===== src/rtl/cur_monitor.sv =====
// cur_monitor: four-axis motor current monitor with a shared,
// time-multiplexed filter/compare datapath and latched over-current faults.
//
// Ports:
//   clk, reset          ADC-domain clock, async active-high reset
//   sample              one-cycle strobe, cur1..cur4 valid this cycle
//   cur1..cur4          raw unipolar current codes, axes 1..4
//   cur_limit           over-current threshold (distance from OFFSET)
//   fault_clr[3:0]      per-axis fault/counter clear pulse
//   avg1..avg4          filtered current per axis
//   fault[3:0]          latched over-current flags
//   done                one-cycle pulse when a scan completes
//   overrun             sticky: sample arrived during a scan
//
// Build option: define CUR_AVG_EN for a 4-sample moving-average filter;
// otherwise avg is the captured sample itself.

module cur_monitor #(
   parameter int unsigned TRIP_COUNT = 8,
   parameter logic [15:0] OFFSET     = 16'h8000
) (
   input  logic        clk,
   input  logic        reset,
   input  logic        sample,
   input  logic [15:0] cur1,
   input  logic [15:0] cur2,
   input  logic [15:0] cur3,
   input  logic [15:0] cur4,
   input  logic [15:0] cur_limit,
   input  logic [3:0]  fault_clr,
   output logic [15:0] avg1,
   output logic [15:0] avg2,
   output logic [15:0] avg3,
   output logic [15:0] avg4,
   output logic [3:0]  fault,
   output logic        done,
   output logic        overrun
);

   typedef enum logic {IDLE, SCAN} state_t;

   localparam logic [3:0] TRIP = 4'(TRIP_COUNT);

   state_t      state, state_nx;
   logic [1:0]  ch, ch_nx;
   logic        capture, proc, ovr_set;
   logic [3:0]  hit;

   logic [15:0] snap  [4];
   logic [15:0] avg_r [4];
   logic [3:0]  cnt   [4];

   logic [15:0] cur_sel, avg_nx, d;
   logic [3:0]  cnt_sel, cnt_nx;
   logic        over, trip;

`ifdef CUR_AVG_EN
   logic [15:0] hist [4][4];
   logic [17:0] sum  [4];
   logic [17:0] sum_nx;
`endif

   // ---------------- control FSM ----------------
   always_ff @(posedge clk or posedge reset) begin
      if (reset) begin
         state <= IDLE;
         ch    <= 2'd0;
      end else begin
         state <= state_nx;
         ch    <= ch_nx;
      end
   end

   always_comb begin
      state_nx = state;
      ch_nx    = ch;
      capture  = 1'b0;
      proc     = 1'b0;
      ovr_set  = 1'b0;
      unique case (state)
         IDLE: begin
            if (sample) begin
               state_nx = SCAN;
               ch_nx    = 2'd0;
               capture  = 1'b1;
            end
         end
         SCAN: begin
            proc    = 1'b1;
            ovr_set = sample;
            ch_nx   = ch + 2'd1;
            if (ch == 2'd3)
               state_nx = IDLE;
         end
         default: state_nx = IDLE;
      endcase
   end

   // ------------- shared datapath ---------------
   always_comb begin
      cur_sel = snap[ch];
      cnt_sel = cnt[ch];
`ifdef CUR_AVG_EN
      // True result always fits 18 bits, so modular math is exact.
      sum_nx = sum[ch] + {2'b00, cur_sel} - {2'b00, hist[ch][3]};
      avg_nx = sum_nx[17:2];
`else
      avg_nx = cur_sel;
`endif
      d      = (avg_nx >= OFFSET) ? avg_nx - OFFSET : OFFSET - avg_nx;
      over   = d > cur_limit;
      if (!over)
         cnt_nx = 4'd0;
      else if (cnt_sel >= TRIP)
         cnt_nx = TRIP;
      else
         cnt_nx = cnt_sel + 4'd1;
      trip = proc && over && (cnt_nx == TRIP);
      hit  = 4'b0000;
      if (proc)
         hit[ch] = 1'b1;
   end

   // ------------- per-channel state -------------
   always_ff @(posedge clk or posedge reset) begin
      if (reset) begin
         for (int k = 0; k < 4; k++) begin
            snap[k]  <= OFFSET;
            avg_r[k] <= OFFSET;
            cnt[k]   <= 4'd0;
`ifdef CUR_AVG_EN
            sum[k]   <= {OFFSET, 2'b00};
            for (int i = 0; i < 4; i++)
               hist[k][i] <= OFFSET;
`endif
         end
         fault   <= 4'b0000;
         done    <= 1'b0;
         overrun <= 1'b0;
      end else begin
         if (capture) begin
            snap[0] <= cur1;
            snap[1] <= cur2;
            snap[2] <= cur3;
            snap[3] <= cur4;
         end
         for (int k = 0; k < 4; k++) begin
            // A trip on this channel beats a same-cycle clear.
            if (hit[k] && trip) begin
               cnt[k]   <= cnt_nx;
               fault[k] <= 1'b1;
            end else if (fault_clr[k]) begin
               cnt[k]   <= 4'd0;
               fault[k] <= 1'b0;
            end else if (hit[k]) begin
               cnt[k]   <= cnt_nx;
            end
            if (hit[k]) begin
               avg_r[k] <= avg_nx;
`ifdef CUR_AVG_EN
               sum[k]     <= sum_nx;
               hist[k][0] <= cur_sel;
               hist[k][1] <= hist[k][0];
               hist[k][2] <= hist[k][1];
               hist[k][3] <= hist[k][2];
`endif
            end
         end
         done    <= proc && (ch == 2'd3);
         overrun <= overrun | ovr_set;
      end
   end

   assign avg1 = avg_r[0];
   assign avg2 = avg_r[1];
   assign avg3 = avg_r[2];
   assign avg4 = avg_r[3];

endmodule


===== config.mk =====
export PLATFORM = sky130hd
export DESIGN_NAME = cur_monitor
export DESIGN_NICKNAME = d
export VERILOG_FILES = /design/src/rtl/cur_monitor.sv
export SDC_FILE = /design/constraint.sdc
export NUM_CORES = 1
export LEC_CHECK = 0
export BUFFER_PORTS_ARGS = -buffer_cell sky130_fd_sc_hd__buf_2
export CORE_UTILIZATION = 54
export CTS_BUF_LIST = sky130_fd_sc_hd__clkbuf_4 sky130_fd_sc_hd__clkbuf_8 sky130_fd_sc_hd__clkbuf_16
export CTS_CLUSTER_DIAMETER = 30
export CTS_CLUSTER_SIZE = 14
export DETAILED_ROUTE_END_ITERATION = 8
export PLACE_DENSITY = 0.79
export SYNTH_ARGS = -nofsm -noshare
export SYNTH_HDL_FRONTEND = slang
export SYNTH_SLANG_ARGS = --single-unit

===== constraint.sdc =====
create_clock -name clk -period 7.05 [get_ports clk]
set_clock_uncertainty 0.2 [all_clocks]
set_input_delay 1.0575 -clock clk [delete_from_list [all_inputs] [get_ports clk]]
set_output_delay 1.0575 -clock clk [all_outputs]
set_load 0.02 [all_outputs]

## Word-level counts from Yosys, hierarchy flattened

Index checks and enable logic that the tools add are counted.
Widths: inputs -> output; s select.

- Flip-flop bits (word level): 153
- Input port bits: 87
- Output and inout bits: 70
- Word-level logic and storage cells: 92

- Add/subtract/negate cells: 4
- Magnitude comparators: 6
- Equal/unequal tests: 3
- Muxes and demuxes: 40
- Bitwise operators: 3
- Reductions and logical operators: 16

Operator list:

| operator | count |
|---|---|
| $mux 4 | 17 |
| $mux 16 | 3 |
| $bmux 16 s2 | 1 |
| $ge 16x16->1 const B | 1 |
| $gt 16x16->1 | 1 |
| $sub 16x16->16 const A | 1 |
| $sub 16x16->16 const B | 1 |
| $mux 1 | 14 |
| $reduce_bool 3->1 | 4 |
| $bmux 4 s2 | 1 |
| $logic_and 1x1->1 | 8 |
| $reduce_bool 2->1 | 4 |
| $add 4x1->4 const B | 1 |
| $eq 4x4->1 const B | 1 |
| $ge 4x4->1 const B | 1 |
| $pmux 2 s2 | 1 |
| $ge 3x3->1 const B | 1 |
| $lt 2x3->1 const B | 1 |
| $not 2->3 | 1 |
| $add 2x1->2 const B | 1 |
| $demux 1 s2 | 1 |
| $eq 2x2->1 const B | 1 |
| $ge 2x1->1 const B | 1 |
| $mux 2 | 1 |
| other kinds (4) | 4 |

## Logic depth before layout (Yosys ltp)

Gate-level depths: netlist (run 1).

- Depth in word-level cells: 12
- Depth in mapped cells: 17
- Depth with buffers taken out: 14

## Least setup slack after synthesis (run 1)

OpenSTA, ideal clock, no wires.

- Path kind: register to register
- Start point: reg ch[0]
- End point: reg cnt[11] (netlist name)
- Setup time: 0.085 ns
- Arrival time: 3.821 ns
- Required time: 6.765 ns
- Path slack: 2.945 ns
- Cell stages (with the launch flop): 17
- Buffers on the path: 3
- Period minus slack after synthesis: 4.105 ns
- Path through: dfrtp_1 > buf_6 > buf_6 > mux4_2 > inv_1 > ha_1 > nand3b_1 > nor4_4 > a31oi_1 > xor2_1 > ha_1 > nand4_1 > a2111o_1 > a31oi_1 > clkbuf_1 > o2111ai_2 > o22ai_1

- Longest elaborated chain between the ends: 12
- Elaborated cells on any way between the ends: 30
- Those cells by class: 3 x add/sub; 5 x order compare; 1 x eq/ne; 15 x mux; 1 x bitwise; 5 x reduce/logical

RTL lines:

| element | RTL line | source |
|---|---|---|
| from (decl) | 45 | `logic [1:0] ch, ch_nx;` |
| from (signal assigned) | 70 | `ch <= ch_nx;` |
| $not 2->3 (implied by the code) | 101, 102 |  |
| $bmux 16 s2 | 101 | `cur_sel = snap[ch];` |
| $mux 16 (implied by the code) (2 in series) | 101 |  |
| $sub 16x16->16 or $ge 16x16->1 (tied branches) | 110 | `d = (avg_nx >= OFFSET) ? avg_nx - OFFSET : OFFSET - avg_nx;` |
| $mux 16 | 110 |  |
| $gt 16x16->1 | 111 | `over = d > cur_limit;` |
| $mux 4 | 112 | `if (!over)` |
| $eq 4x4->1 | 118 | `trip = proc && over && (cnt_nx == TRIP);` |
| $logic_and 1x1->1 | 118 |  |
| $logic_and 1x1->1 | 149 | `if (hit[k] && trip) begin` |
| $reduce_bool 3->1 (no source line) or $mux 4 (tied branches) | n/a |  |
| to (signal, indexed assignment) | 150 | `cnt[k] <= cnt_nx;` |
| to (signal, indexed assignment) | 156 | `cnt[k] <= cnt_nx;` |
| to (decl) | 51 | `logic [3:0] cnt [4];` |

Several ways; a longest one is shown, not always the timed one. The select of a mux whose other input is x is not followed.
A chain may end at the register's enable or synchronous reset.

## Worst setup path in the final report (run 1)

- Start point: reg ch[0]
- End point: reg cnt[7] (netlist name)

Same word-level chain as after synthesis.

==> metrics.md, run 1 <==
| Metric | Value |
|---|---|
| Power per Cell Area | `554.3 mW/mm2` |
| FP Rows | `between 40 and 50` |
| Global-route wire length before repair | `approximately 26 mm` |
| EDFF count, synth | `0` |
| Fin nets | `between 700 and 800` |
| Setup TNS | `0 ns` |
| 1st-pass router iterations | `5` |
| Final hold vios | `0` |
| Die H | `~120 um` |
| Yosys warns | `0` |
| Worst Path Arrival | `5.43 ns` |
| Worst-path clk slew | `0.06 ns` |
| Seq/Total Area, Yosys | `54.02%` |
| Max Clock Freq | `around 190 MHz` |
| Die ar. | `~0.014 mm2` |
| Post-route minimum period | `5.306 ns` |
| Area of the core | `0.01272 mm2` |
| Initial Util | `a little under three fifths` |
| DP HPWL | `11.59 mm` |
| Commonest cells after routing, fill and taps aside | `156 x buf_2, 144 x dfrtp_1, 114 x mux2_2, 31 x nand2_1, 28 x inv_1` |
| Critical Path End Type | `flip-flop` |
| Via Count | `4,876` |
| Root Driver | `clkbuf_16` |
| Gate Count Post-Synth | `roughly 530` |
| Routed vias/inst | `5.611` |
| Clock buffer count from CTS | `17` |
| Synth Register Bits | `153` |
| Mapped cell area | `0.007106 mm2` |
| ANT nets after route | `0` |
| Final Util | `67.99%` |
| Top-area cell type share of the netlist area | `just over 50%` |
| Status | `finished, final reports clean` |
| Syn_nets | `638` |
| Postcts setup bufs | `0` |
| Max_slew headroom | `28.18%` |
| Area delta synth->final | `21.73%` |
| Buffers on Ports | `around 160` |
| Worst Path Required | `slightly above 7 ns` |
| Worst skew pair latency | `0.42 ns` |
| Layout cells sized above 1 | `49.86%` |
| R2R setup slack | `approximately 1.7 ns` |
| Die width | `116.7 um` |
| 1st-iter DRT viols | `281` |
| Pleak | `4.005 nW` |
| Layout Cells excl Fill | `869` |
| Routed length per instance | `between 15 and 20 um` |
| Placed cell count | `836` |
| Max Cap Viol | `0` |
| Final cycle utilization of the critical path | `about three quarters` |
| Worst slew pin tran | `roughly 1.1 ns` |
| Top post-synthesis cells by area | `dfrtp_1 51%, mux2_2 18%, mux4_2 6.0%` |
| Initial antenna violation count | `1` |
| TritonCTS clock tree | `yes` |
| # DRC | `0` |
| Clock Path Buffers | `2` |
| Most common library cell in the layout ignoring fill and taps | `buf_2` |
| Avg Cell Area, Syn | `13.46 um2` |
| Hold-fix buffers, CTS | `0` |
| Grt ovf | `0` |
| Final GP Congestion | `0.8212` |
| Worst Path Max Fanout | `25` |
| Post-CTS Resized | `0` |
| Crit path kind | `flip-flop to flip-flop` |
| Max IR drop VDD | `0.0002190 V` |
| Synth area leader | `dfrtp_1` |
| Final setup fails | `0` |
| Vias in the first global route | `5,021` |
| IO Count | `157` |
| Hold Path Class | `flip-flop to flip-flop` |
| Fill cells | `~940` |
| H-tree depth | `4` |
| Top FF cell, synth | `dfrtp_1` |
| Total Routing Usage GR | `roughly 26%` |
| Critical path startpoint category | `flip-flop` |
| Post-synthesis async set-or-reset flop share | `100.0%` |
| Final slew viol count | `0` |
| RSZ-0062 raised after global routing | `false` |
| Synth cell types | `43` |
| Final wirelength | `16.55 mm` |
| Clock sink count | `approximately 150` |
| Pin count of the biggest net entering global routing | `87` |
-- report_power, final --
group          switching [mW]  total [mW]  leakage, nW  internal, mW
clock                   0.348       0.925        0.303         0.577
sequential              0.261        1.56         1.85          1.29
combinational            1.31        2.31         1.85          1.01
total                    1.92        4.79         4.01          2.88
-- layer usage --
metal	up-vias	GRT usage [%]	routed length [um]
li1	2213	-	-
met1	2448	33.09	6925
met2	187	42.33	8230
met3	28	6.539	1021
met4	0	11.39	376
met5	-	0	0
-- sequential cells by signal, summed over array words and instances (netlist names), 2 cells and up --
register,flops
avg3,16
fault,4
avg4,16
snap,64
ch,2
avg2,16
avg1,16
cnt,16
-- final cells by class --
type | instances | area, um2 | area share, %
Multi-Input combinational cell | 319 | 3039 | 35.14
Clock buffer | 20 | 460.4 | 5.323
Sequential cell | 153 | 3840 | 44.39
Tap cell | 172 | 215.2 | 2.488
Antenna cell | 1 | 2.502 | 0.02893
Clock inverter | 12 | 148.9 | 1.721
Inverter | 30 | 117.6 | 1.360
Timing Repair Buffer | 162 | 825.8 | 9.547
-- synthesized netlist by cell type (4+ instances only) --
cell type,n
dfrtp_1,145
mux2_2,114
nand2_1,31
inv_1,29
ha_1,23
o21ai_0,21
clkbuf_1,19
mux4_2,19
a21oi_1,17
nor2_1,11
nand3b_1,10
o31ai_1,10
xor2_1,10
dfstp_2,8
o22ai_1,8
nor2b_1,5
nand4_1,4
xnor2_1,4
-- per-stage QoR --
stage	area, um2	worst slack (ns)	hold slack (ns)	total power, mW
after global placement	8038	1.907	0.2614	3.749
after detailed placement	8038	1.783	0.2647	3.862
after CTS	8647	1.799	0.2773	4.804
final	8650	1.744	0.2773	4.794
after floorplan	7106	1.684	0.2752	3.207
after global routing	8647	1.449	0.3063	5.093
-- path summary, 6_finish.rpt --
path	start	end	depth (start not counted)
max	ch[0]	cnt[7]	12
min	avg2[0]	avg2[0]	2
max reg2reg	ch[0]	cnt[7]	12
min reg2reg	avg2[0]	avg2[0]	2
max in group asynchronous	reset	ch[0]	3
min in group asynchronous	reset	snap[25]	2
-- cell families after synthesis --
| family | after synthesis | synth area share [%] |
|---|---|---|
| adder cells (fa/ha/maj) | 23 | 4.050 |
| XOR/XNOR | 14 | 1.726 |
| flip-flops | 153 | 54.02 |
| multiplexers | 134 | 24.23 |
| buffers and inverters | 56 | 3.310 |
| AND/OR/NAND/NOR | 76 | 6.409 |
| AO/OA/AOI/OAI | 72 | 6.251 |
-- critical path, stage by stage, from the launching register on --
cell and delay (ns):
dfrtp_2 0.91, mux4_2 0.74, nor4_4 0.35, nand3b_1 0.19, nor4_4 0.23, a31oi_1 0.14, xor2_1 0.16, ha_1 0.31
nand4_1 0.18, a2111o_1 0.42, a31oi_1 0.66, o2111ai_2 0.42, o22ai_1 0.28
No activity file was read; power rests on OpenSTA's default activity.
==> inputs of run 2 (changes only) <==
Settings changed: ABC_AREA from default to 1, CORE_UTILIZATION 54 to 50, PLACE_DENSITY 0.79 to 0.77.
Clock period 7.05 ns to 4.5 ns, I/O delays scaled along.
==> run 2 against run 1 <==
  * Via count grew 22%
  * Sequential power is 53% higher
  * Fmax grew 44%
  * Area after synthesis increased by 3.4%
  * Highest routed layer unchanged
  * Sequential share of layout area down 0.96 points
  * Critical path type unchanged
  * Clock power grew 57%
  * Cell count grew 30%
==> metrics.md, run 2 <==
| Metric | Value |
|---|---|
| Status | `finished, final reports clean` |
| Worst Path Max Fanout | `12` |
| Reg area | `0.003839 mm2` |
| Mapped cell area | `0.007348 mm2` |
| Worst Path Arrival | `around 3.8 ns` |
| Buffers on Ports | `approximately 160` |
| Grt ovf | `0` |
| Pin count of the biggest net entering global routing | `roughly 150` |
| Most frequent cell after synthesis | `nand2_1` |
| Largest register by flop count | `snap` |
| Crit path kind | `flip-flop to flip-flop` |
| Global-route wire length before repair | `29.61 mm` |
| Max Clock Freq | `about 270 MHz` |
| Worst slew pin tran | `0.9679 ns` |
| Post-synthesis async set-or-reset flop share | `100.0%` |
| Layout Cells excl Fill | `1,127` |
| Syn_nets | `895` |
| H-tree depth | `4` |
| Synth Register Bits | `153` |
| Hold Path Class | `input pin to flip-flop` |
| Critical path startpoint category | `flip-flop` |
| Multi-input logic area | `between 0.003 and 0.004 mm2` |
| Total Routing Usage GR | `26.23%` |
| Final cycle utilization of the critical path | `81.67%` |
| Largest register FFs | `64` |
| EDFF count, synth | `0` |
| Commonest cells post-synth | `230 x nand2_1, 145 x dfrtp_1, 76 x o21ai_0` |
| Fill cells | `~1.2k` |
| Max Cap Viol | `0` |
| Seq/Total Area, Yosys | `52.24%` |
| Root Driver | `clkbuf_16` |
| Final wirelength | `18.71 mm` |
| Final hold vios | `0` |
| RSZ-0062 raised after global routing | `false` |
| TritonCTS clock tree | `yes` |
| Critical Path End Type | `flip-flop` |
| Final GP Congestion | `0.8601` |
| Post-CTS Resized | `0` |
| 1st-pass router iterations | `5` |
| Synth cell types | `30` |
| Max_slew headroom | `between 30% and 40%` |
| Avg Cell Area, Syn | `approximately 9.4 um2` |
| Die width | `123.2 um` |
| Postcts setup bufs | `0` |
| Top-area cell type share of the netlist area | `49.38%` |
| Initial Util | `~52%` |
| Clock sink count | `153` |
| Final setup fails | `0` |
| Pleak | `around 4.6 nW` |
| Most common library cell in the layout ignoring fill and taps | `nand2_1` |
| Clock Path Buffers | `2` |
| Vias in the first global route | `5,812` |
| Top FF cell, synth | `dfrtp_1` |
| Power per Cell Area | `882.4 mW/mm2` |
| Setup TNS | `0 ns` |
| Routed vias/inst | `5.278` |
| Post-route minimum period | `3.675 ns` |
| Max IR drop VDD | `approximately 0.00046 V` |
| Worst-path clk slew | `roughly 0.060 ns` |
| Layout cells sized above 1 | `32.14%` |
| Worst Path Required | `4.66 ns` |
| Via Count | `5,948` |
| 1st-iter DRT viols | `approximately 380` |
| Gate Count Post-Synth | `785` |
| IO Count | `~160` |
| Synth area leader | `dfrtp_1` |
| Clock buffer count from CTS | `17` |
| Yosys warns | `0` |
| DP HPWL | `12.95 mm` |
| ANT nets after route | `0` |
| Final slew viol count | `0` |
| Fin nets | `between 1k and 1.5k` |
| FP Rows | `43` |
| Die H | `123.2 um` |
| Area of the core | `0.01410 mm2` |
| Placed cell count | `1,094` |
| # DRC | `0` |
| Area delta synth->final | `20.26%` |
| Worst skew pair latency | `0.42 ns` |
| Routed length per instance | `about 17 um` |
| Hold-fix buffers, CTS | `0` |
| Final Util | `62.69%` |
| Top post-synthesis cells by area | `dfrtp_1 49%, nand2_1 12%, mux2_2 9.8%` |
| Initial antenna violation count | `1` |
| Commonest cells after routing, fill and taps aside | `229 x nand2_1, 156 x buf_2, 145 x dfrtp_1, 76 x o21ai_0, 64 x mux2_2` |
| Die ar. | `0.01519 mm2` |
[run 2: cell type report]
type | count | area share, %
Sequential cell | 153 | 43.44
Multi-Input combinational cell | 536 | 34.86
Timing Repair Buffer | 163 | 9.571
Clock buffer | 20 | 5.139
Inverter | 62 | 2.704
Tap cell | 180 | 2.548
Clock inverter | 12 | 1.713
Antenna cell | 1 | 0.02832
[run 2: worst max-delay path, cell delays in order (launching register included)]
cell and delay [ns]:
dfrtp_1 0.37, inv_1 0.33, nand3_1 0.15, nand2_2 0.26, ha_1 0.25, nand3_2 0.11, nor2_2 0.15, nand3_1 0.10
nand2_2 0.14, nand3_1 0.09, nand2_1 0.08, inv_1 0.04, ha_1 0.26, nand2_1 0.06, nor2_1 0.16, nand2_1 0.08
inv_1 0.05, nand2_1 0.04, nand2_1 0.05, nand2_1 0.16, nor2_1 0.27, nand3_1 0.12, nand2_1 0.08
[run 2: layer usage]
layer / part of all wire (%) / up-vias / track usage, % / wire length, um
met5: 0 / - / 0 / 0
met1: 44 / 2846 / 34.98 / 8193
met3: 6.0 / 38 / 4.659 / 1129
li1: - / 2853 / - / -
met2: 48 / 211 / 42.32 / 8921
met4: 2.5 / 0 / 10.84 / 465
[run 2: report_power, final]
| part | internal (mW) | switching, mW | leakage [nW] | total [mW] |
|---|---|---|---|---|
| combinational | 1.37 | 2.60 | 2.41 | 3.97 |
| sequential | 2.02 | 0.357 | 1.88 | 2.38 |
| clock | 0.895 | 0.553 | 0.285 | 1.45 |
| total | 4.28 | 3.51 | 4.58 | 7.80 |
[run 2: logic make-up after synthesis]
| group | share of synthesized area (%) |
|---|---|
| AND/OR/NAND/NOR | 20.31 |
| flip-flops | 52.24 |
| AO/OA/AOI/OAI | 6.896 |
| buffers and inverters | 5.874 |
| multiplexers | 9.808 |
| adder cells (fa/ha/maj) | 3.916 |
| XOR/XNOR | 0.9536 |
[run 2: path summary, 6_finish.rpt]
| path | startpoint | end | slack (ns) | cells after the start |
|---|---|---|---|---|
| min in group asynchronous | reset | avg2[3] | 0.26 | 3 |
| hold reg to reg | overrun | overrun | 0.26 | 1 |
| setup reg to reg | ch[1] | cnt[0] | 0.82 | 22 |
| max in group asynchronous | reset | snap[8] | 3.22 | 3 |
| setup / recovery | ch[1] | cnt[0] | 0.82 | 22 |
| hold / removal | fault_clr[2] | fault[2] | 0.25 | 2 |
[run 2: stage by stage]
step	power (mW)	hold slack [ns]	worst slack (ns)	area (um2)
finish	7.798	0.2533	0.8247	8837
detailed placement	6.328	0.2446	0.8791	8229
floorplan	5.219	0.2439	1.496	7352
global route	8.406	0.2629	0.4361	8837
global placement	6.196	0.2371	0.9248	8229
CTS	7.807	0.2419	0.8403	8835
==> inputs of run 3 (changes only) <==
Settings changed: CORE_UTILIZATION 50 to 55, PLACE_DENSITY 0.77 to 0.8.
Clock period 4.5 ns to 3.6 ns, I/O delays scaled along.
==> run 3 against run 2 <==
  * Worst setup slack got worse by 0.62 ns
  * Global-route usage rose by 2.0 points
  * Fmax rose by 8.3%
  * Via count rose by 3.5%
  * Largest cell class unchanged
  * Core utilization rose by 8.5 points
  * Worst hold slack got worse by 0.13 ns
==> metrics.md, run 3 (synthesis gave the netlist of run 2 again) <==
| Metric | Value |
|---|---|
| Commonest cells after routing, fill and taps aside | `228 x nand2_1, 156 x buf_2, 144 x dfrtp_1, 74 x o21ai_0, 64 x mux2_2` |
| Layout cells sized above 1 | `around a third` |
| Max Clock Freq | `294.7 MHz` |
| Worst-path clk slew | `~0.060 ns` |
| TritonCTS clock tree | `yes` |
| DP HPWL | `12.81 mm` |
| Initial antenna violation count | `0` |
| Max Cap Viol | `0` |
| HP Start | `fault_clr[1]` |
| Max IR drop VDD | `0.0004911 V` |
| Worst Path Arrival | `3.55 ns` |
| IO Count | `around 160` |
| Area of the core | `0.01282 mm2` |
| Status | `finished, final reports clean` |
| Slowest-stage cell, CP | `dfrtp_2` |
| Worst skew pair latency | `0.43 ns` |
| Critical path startpoint category | `flip-flop` |
| WL met3 | `1.357 mm` |
| Metal2 WL | `~8.9 mm` |
| Area after DPL | `0.008337 mm2` |
| Routed length per instance | `16.53 um` |
| Final hold vios | `0` |
| Die H | `117.6 um` |
| FP Rows | `41` |
| Hold endpoint | `fault[1]` |
| Clock Path Buffers | `2` |
| 1st-pass router iterations | `5` |
| Critical Path End Type | `flip-flop` |
| Final Util | `71.23%` |
| RR Endpoint | `fault[2]` |
| Buffers on Ports | `156` |
| Final GP Congestion | `0.9191` |
| Initial Util | `57.30%` |
| Crit path kind | `flip-flop to flip-flop` |
| Root Driver | `clkbuf_16` |
| Fill cells | `between 900 and 1k` |
| Vias in the first global route | `about 5.9k` |
| Hold-fix buffers, CTS | `0` |
| Most frequent CP cell | `nand2_1` |
| Critical Path Max Stage Delay | `approximately 0.47 ns` |
| # DRC | `0` |
| Die width | `117.6 um` |
| Global-route wire length before repair | `30.11 mm` |
| Via Count | `6,157` |
| 1st-iter DRT viols | `536` |
| Fin nets | `1,068` |
| Worst r2r path cells | `24` |
| Met1 wire length | `8.122 mm` |
| R2R setup slack | `~0.21 ns` |
| Clock buffer count from CTS | `17` |
| WHS Path Cells | `2` |
| Final cycle utilization of the critical path | `a little over nine tenths` |
| Power per Cell Area | `1131 mW/mm2` |
| Most common library cell in the layout ignoring fill and taps | `nand2_1` |
| Cell Chain, Critical Path | `clkbuf_2 > nand2_1 > nand3_1 > nand2_2 > nand2_2 > nor2_2 > nand2_2 > nor2_4 > nand3_2 > nand2_1 > nand2_1 > nand2_1 > inv_1 > ha_1 > nand2_1 > nor2_2 > nand2_1 > inv_1 > nand2_1 > nand2_1 > nand2_4 > nor2_4 > nand3_1 > o21ai_1` |
| Grt ovf | `0` |
| Worst slew pin tran | `0.8138 ns` |
| Largest register by flop count | `snap` |
| Area delta synth->final | `24.31%` |
| Max_slew headroom | `45.75%` |
| Total Power | `10.33 mW` |
| Worst Path Max Fanout | `8` |
| Worst Path Required | `3.76 ns` |
| Post-route minimum period | `around 3.4 ns` |
| Setup TNS | `0 ns` |
| H-tree depth | `4` |
| Die ar. | `0.01383 mm2` |
| Cell area after layout | `0.009135 mm2` |
| Final wirelength | `18.89 mm` |
| Hold_ws | `0.1223 ns` |
| Critical path origin | `ch[0]` |
| Final slew viol count | `0` |
| # diodes | `0` |
| Worst reg2reg startpoint | `ch[0]` |
| Final setup fails | `0` |
| ANT nets after route | `0` |
| Total Routing Usage GR | `28.20%` |
| Pin count of the biggest net entering global routing | `154` |
| Clock sink count | `approximately 150` |
| Routed vias/inst | `5.387` |
| Largest register FFs | `64` |
| Pleak | `4.750 nW` |
| Hold Path Class | `input pin to flip-flop` |
| Uppermost layer routed | `met4` |
==> run 3: worst max-delay path by stage <==
stage | to | slack, ns | depth (start not counted)
final | fault[2] | 0.21 | 24
after global routing | fault[1] | -0.01 | 24
after CTS | cnt[13] | 0.005 | 23
after detailed placement | cnt[12] | 0.12 | 23
after global placement | cnt[5] | 0.24 | 23
after floorplan | cnt[0] | 0.60 | 24
==> run 3: stage by stage <==
stage                     instances  worst slack (ns)
after floorplan                 785            0.5964
after global placement         1100            0.2426
after detailed placement       1100            0.1234
after CTS                      1132          0.005208
after global routing           1143          -0.01418
final                          1143            0.2068
==> run 3: timing repair <==
item | CTS | global route
pin swaps | 0 | 7
setup endpoints to repair | 2 | 20
resized for setup | 1 | 21
cloned | 0 | 1
buffers inserted | 0 | 10
==> run 3: final cells by class <==
class / instances / area [um2] / area share (%)
tap: 172 / 215.2 / 2.356
timing repair buffer: 187 / 1044 / 11.42
clock buffer: 22 / 475.5 / 5.205
sequential: 153 / 3840 / 42.04
multi-input combinational: 536 / 3137 / 34.34
clock inverter: 10 / 166.4 / 1.822
timing repair inverter: 1 / 8.758 / 0.09588
inverter: 62 / 249.0 / 2.726
==> run 3: routing by layer <==
layer | GRT usage [%] | up-vias
met1 | 37.37 | 2961
li1 | - | 2896
met2 | 44.23 | 258
met5 | 0 | -
met3 | 6.298 | 42
met4 | 13.22 | 0
==> run 3: report_power, final <==
group / leakage [nW] / total [mW] / internal (mW) / switching [mW]
registers: 1.88 / 3.00 / 2.53 / 0.475
clock network: 0.311 / 1.92 / 1.22 / 0.699
logic: 2.56 / 5.41 / 2.02 / 3.39
total: 4.75 / 10.3 / 5.77 / 4.56
==> run 3: worst max-delay path, delay by kind of cell, from the launching register on <==
family | cells | cell delay [ns]
AOI/OAI and AO/OA | 1 | 0.09
adders and majority gates | 1 | 0.31
buffers and inverters | 3 | 0.26
DFF | 1 | 0.47
and+or+nand+nor | 19 | 1.98
